**src/rtl/uart_pkg.sv**
```systemverilog
// Shared constants and one-hot FSM encodings for the UART word transmitter.
package uart_pkg;

  localparam int DEF_DATA_WIDTH = 32;
  localparam int DEF_BYTE_WIDTH = 8;
  localparam int DEF_OVERSAMPLE = 16;
  localparam int DEF_STOP_TICKS = 16;
  localparam int BYTES_PER_WORD = 4;

  localparam logic [31:0] END_MARKER = 32'hFFFF_FFFF;

  // Byte FSM, one-hot. S_PARITY is reachable only with UART_WORD_TX_PARITY_EN.
  localparam int B_ST_W = 5;
  localparam logic [B_ST_W-1:0] S_IDLE   = 5'b00001;
  localparam logic [B_ST_W-1:0] S_START  = 5'b00010;
  localparam logic [B_ST_W-1:0] S_DATA   = 5'b00100;
  localparam logic [B_ST_W-1:0] S_PARITY = 5'b01000;
  localparam logic [B_ST_W-1:0] S_STOP   = 5'b10000;

  // Word FSM, one-hot.
  localparam int W_ST_W = 3;
  localparam logic [W_ST_W-1:0] W_IDLE = 3'b001;
  localparam logic [W_ST_W-1:0] W_LOAD = 3'b010;
  localparam logic [W_ST_W-1:0] W_WAIT = 3'b100;

endpackage

```
**src/rtl/uart_tx_byte.sv**
```systemverilog
// Single UART frame serializer: start, BYTE_WIDTH data bits LSB first, optional even
// parity (UART_WORD_TX_PARITY_EN), stop. o_tx is registered; o_done pulses after the stop bit.
module uart_tx_byte
  import uart_pkg::*;
#(
  parameter int BYTE_WIDTH = DEF_BYTE_WIDTH,
  parameter int OVERSAMPLE = DEF_OVERSAMPLE,
  parameter int STOP_TICKS = DEF_STOP_TICKS
) (
  input  logic                  i_clk,
  input  logic                  i_reset_n,
  input  logic                  i_tick,
  input  logic                  i_start,
  input  logic [BYTE_WIDTH-1:0] i_data,
  output logic                  o_tx,
  output logic                  o_done
);

  localparam int TICK_MAX = (OVERSAMPLE > STOP_TICKS) ? OVERSAMPLE : STOP_TICKS;
  localparam int TICK_W   = $clog2(TICK_MAX);
  localparam int BIT_W    = $clog2(BYTE_WIDTH);
  localparam logic [TICK_W-1:0] BIT_LAST  = TICK_W'(OVERSAMPLE - 1);
  localparam logic [TICK_W-1:0] STOP_LAST = TICK_W'(STOP_TICKS - 1);
  localparam logic [BIT_W-1:0]  DATA_LAST = BIT_W'(BYTE_WIDTH - 1);

  logic [B_ST_W-1:0]     state;
  logic [TICK_W-1:0]     tick_cnt;
  logic [BIT_W-1:0]      bit_cnt;
  logic [BYTE_WIDTH-1:0] shift;
`ifdef UART_WORD_TX_PARITY_EN
  logic                  parity;
`endif

  // o_tx always carries the value of the bit being sent; it is updated on the same edge
  // the state changes, so every bit boundary is a single registered transition.
  always_ff @(posedge i_clk or negedge i_reset_n) begin
    if (!i_reset_n) begin
      state    <= S_IDLE;
      tick_cnt <= '0;
      bit_cnt  <= '0;
      shift    <= '0;
`ifdef UART_WORD_TX_PARITY_EN
      parity   <= 1'b0;
`endif
      o_tx     <= 1'b1;
      o_done   <= 1'b0;
    end else begin
      o_done <= 1'b0;
      case (state)
        S_IDLE: begin
          o_tx <= 1'b1;
          if (i_start) begin
            state    <= S_START;
            shift    <= i_data;
`ifdef UART_WORD_TX_PARITY_EN
            parity   <= ^i_data;
`endif
            tick_cnt <= '0;
            bit_cnt  <= '0;
            o_tx     <= 1'b0;
          end
        end
        S_START: begin
          if (i_tick) begin
            if (tick_cnt == BIT_LAST) begin
              tick_cnt <= '0;
              state    <= S_DATA;
              o_tx     <= shift[0];
              shift    <= shift >> 1;
            end else begin
              tick_cnt <= tick_cnt + 1'b1;
            end
          end
        end
        S_DATA: begin
          if (i_tick) begin
            if (tick_cnt == BIT_LAST) begin
              tick_cnt <= '0;
              if (bit_cnt == DATA_LAST) begin
`ifdef UART_WORD_TX_PARITY_EN
                state <= S_PARITY;
                o_tx  <= parity;
`else
                state <= S_STOP;
                o_tx  <= 1'b1;
`endif
              end else begin
                bit_cnt <= bit_cnt + 1'b1;
                o_tx    <= shift[0];
                shift   <= shift >> 1;
              end
            end else begin
              tick_cnt <= tick_cnt + 1'b1;
            end
          end
        end
`ifdef UART_WORD_TX_PARITY_EN
        S_PARITY: begin
          if (i_tick) begin
            if (tick_cnt == BIT_LAST) begin
              tick_cnt <= '0;
              state    <= S_STOP;
              o_tx     <= 1'b1;
            end else begin
              tick_cnt <= tick_cnt + 1'b1;
            end
          end
        end
`endif
        S_STOP: begin
          if (i_tick) begin
            if (tick_cnt == STOP_LAST) begin
              tick_cnt <= '0;
              state    <= S_IDLE;
              o_tx     <= 1'b1;
              o_done   <= 1'b1;
            end else begin
              tick_cnt <= tick_cnt + 1'b1;
            end
          end
        end
        default: begin
          state    <= S_IDLE;
          tick_cnt <= '0;
          o_tx     <= 1'b1;
        end
      endcase
    end
  end

endmodule

```
**src/rtl/uart_word_tx_buffer.sv**
```systemverilog
// Sends each accepted word as BYTES_PER_WORD UART frames, MSB byte first.
// Optional even parity bit per frame when UART_WORD_TX_PARITY_EN is defined.
module uart_word_tx_buffer
  import uart_pkg::*;
#(
  parameter int DATA_WIDTH = DEF_DATA_WIDTH,
  parameter int BYTE_WIDTH = DEF_BYTE_WIDTH,
  parameter int OVERSAMPLE = DEF_OVERSAMPLE,
  parameter int STOP_TICKS = DEF_STOP_TICKS
) (
  input  logic                  i_clk,
  input  logic                  i_reset_n,
  input  logic                  i_tick,
  input  logic [DATA_WIDTH-1:0] i_word,
  input  logic                  i_start,
  output logic                  o_empty,
  output logic                  o_word_done,
  output logic                  o_tx
);

  localparam int NBYTES = DATA_WIDTH / BYTE_WIDTH;
  localparam int IDX_W  = $clog2(NBYTES);
  localparam logic [IDX_W-1:0] LAST_IDX = IDX_W'(NBYTES - 1);

  logic [W_ST_W-1:0]     word_state;
  logic [DATA_WIDTH-1:0] word_reg;
  logic [IDX_W-1:0]      byte_idx;
  logic                  byte_start;
  logic                  byte_done;

  // Handshake: a word is taken on any edge where i_start=1 and o_empty=1; o_empty drops
  // on the next cycle and rises again together with the o_word_done pulse. i_start while
  // busy is dropped.
  assign o_empty    = (word_state == W_IDLE);
  assign byte_start = (word_state == W_LOAD);

  // word_reg shifts left after each load, so the current byte is always the top slice.
  always_ff @(posedge i_clk or negedge i_reset_n) begin
    if (!i_reset_n) begin
      word_state  <= W_IDLE;
      word_reg    <= '0;
      byte_idx    <= '0;
      o_word_done <= 1'b0;
    end else begin
      o_word_done <= 1'b0;
      case (word_state)
        W_IDLE: begin
          if (i_start) begin
            word_reg   <= i_word;
            byte_idx   <= '0;
            word_state <= W_LOAD;
          end
        end
        W_LOAD: begin
          word_reg   <= word_reg << BYTE_WIDTH;
          word_state <= W_WAIT;
        end
        W_WAIT: begin
          if (byte_done) begin
            if (byte_idx == LAST_IDX) begin
              word_state  <= W_IDLE;
              o_word_done <= 1'b1;
            end else begin
              byte_idx   <= byte_idx + 1'b1;
              word_state <= W_LOAD;
            end
          end
        end
        default: word_state <= W_IDLE;
      endcase
    end
  end

  uart_tx_byte #(
    .BYTE_WIDTH (BYTE_WIDTH),
    .OVERSAMPLE (OVERSAMPLE),
    .STOP_TICKS (STOP_TICKS)
  ) u_tx_byte (
    .i_clk     (i_clk),
    .i_reset_n (i_reset_n),
    .i_tick    (i_tick),
    .i_start   (byte_start),
    .i_data    (word_reg[DATA_WIDTH-1 -: BYTE_WIDTH]),
    .o_tx      (o_tx),
    .o_done    (byte_done)
  );

endmodule
```
**config.mk**
```make
export PLATFORM = sky130hd
export DESIGN_NAME = uart_word_tx_buffer
export DESIGN_NICKNAME = d
export VERILOG_FILES = /design/src/rtl/uart_pkg.sv /design/src/rtl/uart_tx_byte.sv /design/src/rtl/uart_word_tx_buffer.sv
export SDC_FILE = /design/constraint.sdc
export NUM_CORES = 1
export LEC_CHECK = 0
export ABC_CLOCK_PERIOD_IN_PS = 1900
export CORE_UTILIZATION = 49
export DETAILED_ROUTE_END_ITERATION = 16
export GPL_TIMING_DRIVEN = 0
export MAX_ROUTING_LAYER = met4
export PLACE_DENSITY_LB_ADDON = 0.1
export SLEW_MARGIN = 30
export SYNTH_ARGS = -nofsm -noshare
export SYNTH_HDL_FRONTEND = slang
export SYNTH_SLANG_ARGS = --single-unit
```
**constraint.sdc**
```tcl
create_clock -name i_clk -period 1.9 [get_ports i_clk]
set_input_delay 0.38 -clock i_clk [delete_from_list [all_inputs] [get_ports i_clk]]
set_output_delay 0.38 -clock i_clk [all_outputs]
set_load 0.03 [all_outputs]
```
Word-level counts from Yosys, hierarchy flattened. Index checks and enable logic that the tools add are counted.

Add/subtract/negate cells: 3. Multipliers: 0. Div/mod/pow operators: 0. $lt $le $gt $ge: 0. Eq/ne operators: 23. Shift operators: 0. Mux-type cells: 50. Bitwise logic cells: 0. Reductions and logical operators: 13.

Operators with widths (count): $pmux W32 S2 (1); $mux W8 (6); $mux W5 (8); $mux W32 (1); $pmux W8 S3 (1); $pmux W5 S4 (1); $mux W3 (6); $mux W1 (14); $ne A2 B2 Y1 const B (7); $mux W4 (3); $ne A2 B1 Y1 const B (6); $pmux W3 S3 (1); $mux W2 (4); $pmux W4 S2 (1); $reduce_and A8 Y1 (1); $reduce_and A7 Y1 (1); $eq A3 B3 Y1 const B (2); $pmux W3 S2 (1); $reduce_and A2 Y1 (3); $reduce_and A6 Y1 (1); $reduce_bool A2 Y1 (3); $eq A5 B1 Y1 const B (1); $eq A5 B2 Y1 const B (1); $eq A5 B3 Y1 const B (1); 14 further kinds (14).

Register bits: 60. Latch bits: 0. Bits in writable memories: 0. ROM bits: 0. Input bits: 36. Word-level logic and storage cells: 99. Memories kept: 0.

Depth between registers and ports, before layout. Gate-level depths: netlist of the first run.

Depth after elaboration: 5. Gate-level depth with buffers: 8.

Cells and area by module. From an unflattened synthesis of the first run, not the netlist that was laid out.

Cell total of the unflattened synthesis: 245. Area, all modules: 2982.9 um2.

Modules (own cells, without submodules): uart_word_tx_buffer (instances 1, cells an instance 131, area each 1684.1 um2, seq. area each 952.2 um2); uart_tx_byte (instances 1, cells an instance 114, area each 1298.7 um2, seq. area each 528.0 um2).

Worst setup path after synthesis of the first run. OpenSTA, ideal clock, no wires.

Kind: register to register. Start point: reg u_tx_byte.tick_cnt[0]. End point: reg u_tx_byte.state[2]. Library setup time: 130 ps. Arrival: 1666 ps. Path slack: 104 ps. Stages on the path, launching flop included: 8. Path buffers: 1. Period minus slack after synthesis: 1796 ps. Path through: dfrtp_1 ha_1 and3_1 buf_2 a2111oi_4 nor3_1 a41oi_1 o22ai_1.

Word-level cells in the longest chain between the ends: 3.

Ends and longest elaborated chain: from (decl) (line uart_tx_byte.sv:27) `logic [TICK_W-1:0] tick_cnt;`; from (signal assigned) (line uart_tx_byte.sv:71) `tick_cnt <= tick_cnt + 1'b1;`; from (signal assigned) (line uart_tx_byte.sv:93) `tick_cnt <= tick_cnt + 1'b1;`; from (signal assigned) (line uart_tx_byte.sv:118) `tick_cnt <= tick_cnt + 1'b1;`; $eq A4 B4 Y1 (*) (line uart_tx_byte.sv:65, uart_tx_byte.sv:77, uart_tx_byte.sv:112); $ne A2 B1 Y1 (no source line); $reduce_and A8 Y1 (no source line) (*); to (signal assigned) (line uart_tx_byte.sv:67) `state <= S_DATA;`; to (signal assigned) (line uart_tx_byte.sv:84) `state <= S_STOP;`; to (signal assigned) (line uart_tx_byte.sv:114) `state <= S_IDLE;`; to (decl) (line uart_tx_byte.sv:26) `logic [B_ST_W-1:0] state;`.

Mark *: on every way between the ends. The rest lies on a longest branch, timed or not. A chain may end at the register's enable or synchronous reset.

Final worst setup path of the first run.
Start point: reg u_tx_byte.state[0]. End point: reg u_tx_byte.shift[6].

Word-level cells in the longest chain between the ends: 3.

Ends and longest elaborated chain: from (signal assigned) (line uart_tx_byte.sv:38) `state <= S_IDLE;`; from (signal assigned) (line uart_tx_byte.sv:53) `state <= S_START;`; from (signal assigned) (line uart_tx_byte.sv:67); $eq A5 B2 Y1 (tied with other cells) (line uart_tx_byte.sv:49) `case (state)`; $ne A2 B1 Y1 (no source line) (tied with other cells); $reduce_and A7 Y1 (no source line); to (signal assigned) (line uart_tx_byte.sv:54) `shift <= i_data;`; to (signal assigned) (line uart_tx_byte.sv:69) `shift <= shift >> 1;`; to (signal assigned) (line uart_tx_byte.sv:90) `shift <= shift >> 1;`; to (decl) (line uart_tx_byte.sv:29) `logic [BYTE_WIDTH-1:0] shift;`.

Several ways; a longest one is shown, not always the timed one.

==> qor.txt, run 1 <==
Sequential share of the synthesized area -> 0.5182
Max reg flops -> 32
Mapped Nets -> 323
P&R area growth vs syn -> 26.63%
Peak VDD IR -> 0.7665 mV
GR Overflow Total -> 0
Rel. slew slack -> 0.6680
WP data required -> 2.13 ns
DR pass1 iterations -> 4
Outcome -> completed
Final Hold Viols -> 0
Slew @ Worst Pin -> 0.4958 ns
TritonCTS buffer count -> 9
Multi-input gate area -> 1286 µm²
Clock skew -> 0.004842 ns
Worst Setup Path Type -> flop to flop
FILL cells -> 475
Antenna cells -> 0
Dpl cells -> 394
Most frequent cells in the layout -> dfrtp_1 (54), nor2_1 (53), clkdlybuf4s50_1 (35)
Clock tree root buffer cell -> clkbuf_8
Syn Area/Cell -> 10.09 µm²
Period Utilization, post-route -> 0.9551
Non-Filler Instances -> 414
#FFs+latches synth -> 59
HP Class -> input pin to async pin
Design area -> 3617 µm²
Clk buf depth -> 2
Worst-path clk slew -> 0.06 ns
Initial DRC count -> 122
Vias in the first global route -> 2105
Row count -> 27
IO buf count -> 38
Leakage -> 1.579 nW
Register area -> 1483 µm²
Boundary Pins -> 39
CP Capture Type -> flop
Final setup violating endpoints -> 0
Critical Path Fanout Max -> 5
Max-Cap Viols -> 0
Via count -> 2242
Minimum clock period -> 1.815 ns
Worst hold margin -> 0.4489 ns
Die Wd -> 78.35 µm
Fraction of layout cells with a size suffix above 1 -> 0.1667
First-pass GRT wire length -> 10080 µm
CTS tree -> done
Via density -> 5.415
Max H-tree Level -> 3
Total GRT Usage -> 0.2223
DP HPWL -> 4048 µm
Setup TNS -> 0 ns
Initial cell density of the core -> 0.5125
CTS Sinks -> 59
Remaining DRCs -> 0
Die area -> 6139 µm²
Drt wl/cell -> 14.01 µm
Worst-Skew Late Latency -> 0.34 ns
Total core area -> 5574 µm²
Largest net degree at the start of global routing -> 44
CP Launch Type -> flop
Fmax -> 551.1 MHz
Ys Warns -> 0
Cells after Synth -> 283
PwrDens -> 1503 nW/µm²
Yosys cell types -> 52
Final net count -> 377
Die Span Y -> 78.35 µm
Antenna violations before repair -> 0
Netlist Area Pre-Place -> 2856 µm²
Final max-slew violation count -> 0
Wirelength, routed -> 5799 µm
Post-route antenna net violation count -> 0
Placed cell area -> 3344 µm²
RD Place Congestion -> 0.8027
Most common cell after layout, fill and taps aside -> dfrtp_1
Crit path DAT -> 2.05 ns
worst paths after layout:
| check | startpoint | endpoint | slack, ns | cells after the start |
|---|---|---|---|---|
| worst max-delay path | u_tx_byte.state[0] | u_tx_byte.shift[6] | 0.09 | 6 |
| worst min-delay path | i_reset_n | u_tx_byte.state[4] | 0.45 | 2 |
| worst max register to register | u_tx_byte.state[0] | u_tx_byte.shift[6] | 0.09 | 6 |
| worst min register to register | u_tx_byte.tick_cnt[3] | u_tx_byte.tick_cnt[3] | 0.48 | 1 |
| max in group asynchronous | i_reset_n | word_state[0] | 0.91 | 3 |
| min in group i_clk | u_tx_byte.tick_cnt[3] | u_tx_byte.tick_cnt[3] | 0.48 | 1 |
per-stage QoR:
| stage | setup slack [ns] | util | power, mW |
|---|---|---|---|
| floorplan | 0.1038 | - | 3.624 |
| global placement | -1.459 | 0.5969 | 4.115 |
| detailed placement | -0.1876 | 0.6000 | 4.162 |
| CTS | 0.01346 | 0.6402 | 5.399 |
| global route | -0.007589 | 0.6489 | 5.837 |
| finish | 0.08538 | 0.6489 | 5.436 |
synth_stat cells (all sizes together):
cell type	n	area (µm²)
a2111oi	1	27.53
a211oi	1	7.510
a21boi	1	11.26
a21oi	1	5.000
a22o	12	105.1
a2bb2oi	1	15.01
a31oi	5	31.28
a41oi	1	8.760
and2	3	18.77
and3	2	12.51
buf	14	86.33
clkbuf	4	15.01
dfrtp	56	1401
dfstp	3	78.83
ha	4	50.05
inv	4	15.01
mux2	1	11.26
mux2i	8	80.08
nand2	33	126.4
nand2b	4	27.53
nand3	3	15.01
nand3b	1	7.510
nand4bb	1	11.26
nor2	53	198.9
nor2b	2	12.51
nor3	3	15.01
nor3b	2	15.01
nor4	1	6.260
nor4b	3	26.28
nor4bb	1	10.01
o2111ai	1	8.760
o211a	1	17.52
o211ai	2	28.78
o21a	1	7.510
o21ai	17	96.35
o22ai	21	131.4
o311ai	1	8.760
o31ai	3	22.52
o32ai	1	27.53
or3	1	6.260
or3b	2	17.52
or4b	1	13.76
xnor2	1	8.760
xor2	1	8.760
logic make-up (layout without fill, tap and decap cells):
group	Yosys count	after routing	share of synthesized area
buffers and inverters	22	81	0.04073
AO/OA/AOI/OAI	71	71	0.1962
multiplexers	9	9	0.03198
XOR/XNOR	2	2	0.006133
adder cells (fa/ha/maj)	4	4	0.01752
flip-flops	59	59	0.5182
AND/OR/NAND/NOR	116	116	0.1892
routing by layer:
metal,GRT usage,share of wire,wire (µm),vias to the layer above
met2,0.3272,0.47,2702,42
li1,-,-,-,1127
met1,0.2954,0.48,2791,1063
met3,0.03837,0.031,178,10
met5,-,0,0,-
met4,0.1167,0.022,126,0
worst max-delay path, cell delays in order (launching register included):
cell and delay [ns]:
dfstp_2 0.56, or4b_4 0.51, o32ai_4 0.18, o211ai_4 0.15, buf_4 0.19, nand2_1 0.08, o21ai_2 0.05
where the power goes:
part / switching, mW / leakage [nW] / internal, mW
Clock: 0.485 / 0.103 / 0.734
Sequential: 0.312 / 0.718 / 1.78
Combinational: 1.19 / 0.757 / 0.942
layout make-up:
class | count | area share
repair buffers | 44 | 0.1211
well taps | 72 | 0.02490
multi-input cells | 202 | 0.3556
clock inverters | 5 | 0.02145
clock buffers | 11 | 0.03632
flip-flops and latches | 59 | 0.4099
inverters | 4 | 0.004151
plain buffers | 17 | 0.02663
repair_timing:
| action | 4_1_cts | 5_1_grt |
|---|---|---|
| setup endpoints to repair | 11 | 18 |
| cloned | 0 | 1 |
| setup buffers | 0 | 3 |
| gates resized for setup | 7 | 13 |
| pin swaps | 3 | 6 |
| hold buffers | 1 | 0 |
| endpoints found under the hold margin | 15 | 0 |
No activity file was read; power rests on OpenSTA's default activity.
==> run 2, diff against run 1 <==
CTS_CLUSTER_DIAMETER = 200   (was unset)
PLACE_DENSITY_LB_ADDON = 0.3   (was 0.1)
==> qor.txt, run 2 (same netlist as run 1, synthesis figures left out) <==
Clock skew -> 0.006588 ns (+0.001746 ns)
Unrepaired setup endpoints after global routing -> yes
Final Hold Viols -> 0 (unchanged)
CTS tree -> done
PwrDens -> 1561 nW/µm² (+3.9%)
Via count -> 2303 (+2.7%)
Gr busiest metal -> met2
HP Class -> flop to flop
Die Wd -> 78.35 µm (unchanged)
Antenna cells -> 0 (unchanged)
Final max-slew violation count -> 0 (unchanged)
Max incr delay on CP -> 0.44 ns (-0.12 ns)
Met2 Usage GRT -> 0.3377 (+0.01053)
Fmax -> 529.9 MHz (-3.8%)
Slew @ Worst Pin -> 0.5396 ns (+0.04386 ns)
Remaining DRCs -> 0 (unchanged)
Outcome -> completed
First-pass GRT wire length -> 10210 µm (+1.3%)
Power Total -> 5.785 mW (+6.4%)
Final worst slack -> 0.01278 ns (-0.07260 ns)
Worst-Skew Late Latency -> 0.34 ns (about the same)
Largest net degree at the start of global routing -> 31 (-30%)
RD Place Congestion -> 0.7838 (-2.4%)
GR Overflow Total -> 0 (unchanged)
Worst Setup Path Type -> flop to flop
Leakage -> 1.633 nW (+3.4%)
CP Capture Type -> flop
Worst-path clk slew -> 0.07 ns (about the same)
Clk buf depth -> 2 (unchanged)
GRT met1 Usage -> 0.2792 (-0.01624)
Met3 global-route usage -> 0.04767 (+0.009302)
Most frequent cells in the layout -> dfrtp_1 (54), nor2_1 (53), clkdlybuf4s50_1 (35)
Crit path DAT -> 2.11 ns (+0.06 ns)
Clock tree root buffer cell -> clkbuf_8
Peak VDD IR -> 0.8022 mV (+4.7%)
Drt wl/cell -> 14.61 µm (+4.3%)
Final setup violating endpoints -> 0 (unchanged)
Most common cell after layout, fill and taps aside -> dfrtp_1
Fin util -> 0.6649 (+0.01594)
Vias in the first global route -> 2284 (+8.5%)
IO buf count -> 38 (unchanged)
Boundary Pins -> 39 (unchanged)
Critical Path Fanout Max -> 7 (+2)
Total core area -> 5574 µm² (unchanged)
Fraction of layout cells with a size suffix above 1 -> 0.1802 (+0.01357)
WP data required -> 2.12 ns (about the same)
Total GRT Usage -> 0.2238 (+0.001500)
Initial DRC count -> 125 (+2.5%)
Die area -> 6139 µm² (unchanged)
DR pass1 iterations -> 4 (unchanged)
CP Launch Type -> flop
Initial cell density of the core -> 0.5125 (unchanged)
Max reg flops -> 32 (unchanged)
CTS Sinks -> 59 (unchanged)
DP HPWL -> 4041 µm (-0.20%)
Max H-tree Level -> 3 (unchanged)
Minimum clock period -> 1.887 ns (+0.07260 ns)
Critical Path, Cell by Cell -> ha_2 -> and3_1 -> buf_2 -> a2111oi_4 -> nor3_4 -> a41oi_2 -> o22ai_1
Setup WS pre-CTS -> -0.2042 ns (-0.01659 ns)
Wirelength, routed -> 6078 µm (+4.8%)
Max-Cap Viols -> 0 (unchanged)
TritonCTS buffer count -> 9 (unchanged)
CP max-delay cell -> a2111oi_4
Die Span Y -> 78.35 µm (unchanged)
Row count -> 27 (unchanged)
Period Utilization, post-route -> 0.9933 (+0.03821)
Final net count -> 379 (+0.53%)
Via density -> 5.536 (+2.2%)
Post-route antenna net violation count -> 0 (unchanged)
Antenna violations before repair -> 0 (unchanged)
P&R area growth vs syn -> 29.74%
Rel. slew slack -> 0.6387 (-0.02937)
run 2: timing repair:
item                                   in CTS  in global routing
endpoints found under the hold margin      27                  0
hold buffers                                1                  0
buffers inserted                            1                  4
setup endpoints to repair                  14                 25
gates resized for setup                     8                 16
pin swaps                                   2                  3
run 2: area by class of cell:
| class | instances | area (µm²) |
|---|---|---|
| Buffer | 18 | 101.3 |
| Clock buffer | 12 | 165.2 |
| Clock inverter | 4 | 95.09 |
| Fill cell | 435 | 1868 |
| Inverter | 4 | 15.01 |
| Multi-Input combinational cell | 202 | 1318 |
| Sequential cell | 59 | 1483 |
| Tap cell | 72 | 90.09 |
| Timing Repair Buffer | 45 | 439.2 |
run 2: worst paths after layout:
path | end | slack (ns) | from | depth (start not counted)
max in group asynchronous | u_tx_byte.o_tx | 0.84 | i_reset_n | 3
min in group asynchronous | u_tx_byte.tick_cnt[1] | 0.50 | i_reset_n | 2
hold / removal | u_tx_byte.tick_cnt[3] | 0.47 | u_tx_byte.tick_cnt[3] | 1
hold reg to reg | u_tx_byte.tick_cnt[3] | 0.47 | u_tx_byte.tick_cnt[3] | 1
setup reg to reg | u_tx_byte.state[2] | 0.01 | u_tx_byte.tick_cnt[0] | 7
setup / recovery | u_tx_byte.state[2] | 0.01 | u_tx_byte.tick_cnt[0] | 7
run 2: power breakdown:
part           switching, mW  internal [mW]  total (mW)
clock network          0.503          0.977        1.48
registers              0.324           1.78        2.10
logic                   1.23          0.976        2.20
run 2: metal layers:
layer,up-vias,part of all wire
met3,15,0.043
li1,1117,-
met4,0,0.024
met5,-,0
met1,1112,0.46
met2,59,0.48
run 2: critical path, delay by kind of cell, from the launching register on:
kind                       cells  cell delay [ns]
adders and majority gates      1             0.20
and+or+nand+nor                2             0.24
buffers and inverters          1             0.17
AOI/OAI and AO/OA              3             0.75
DFF                            1             0.40
run 2: per-stage QoR:
| step | area [µm²] | TNS, ns | hold WS, ns | cells |
|---|---|---|---|---|
| global route | 3706 | -0.1383 | 0.5117 | 416 |
| CTS | 3627 | 0 | 0.4735 | 412 |
| global placement | 3327 | -82.59 | 0.4545 | 393 |
| detailed placement | 3344 | -2.282 | 0.3342 | 394 |
| finish | 3706 | 0 | 0.4724 | 416 |
| floorplan | 2856 | 0 | 0.08441 | 283 |
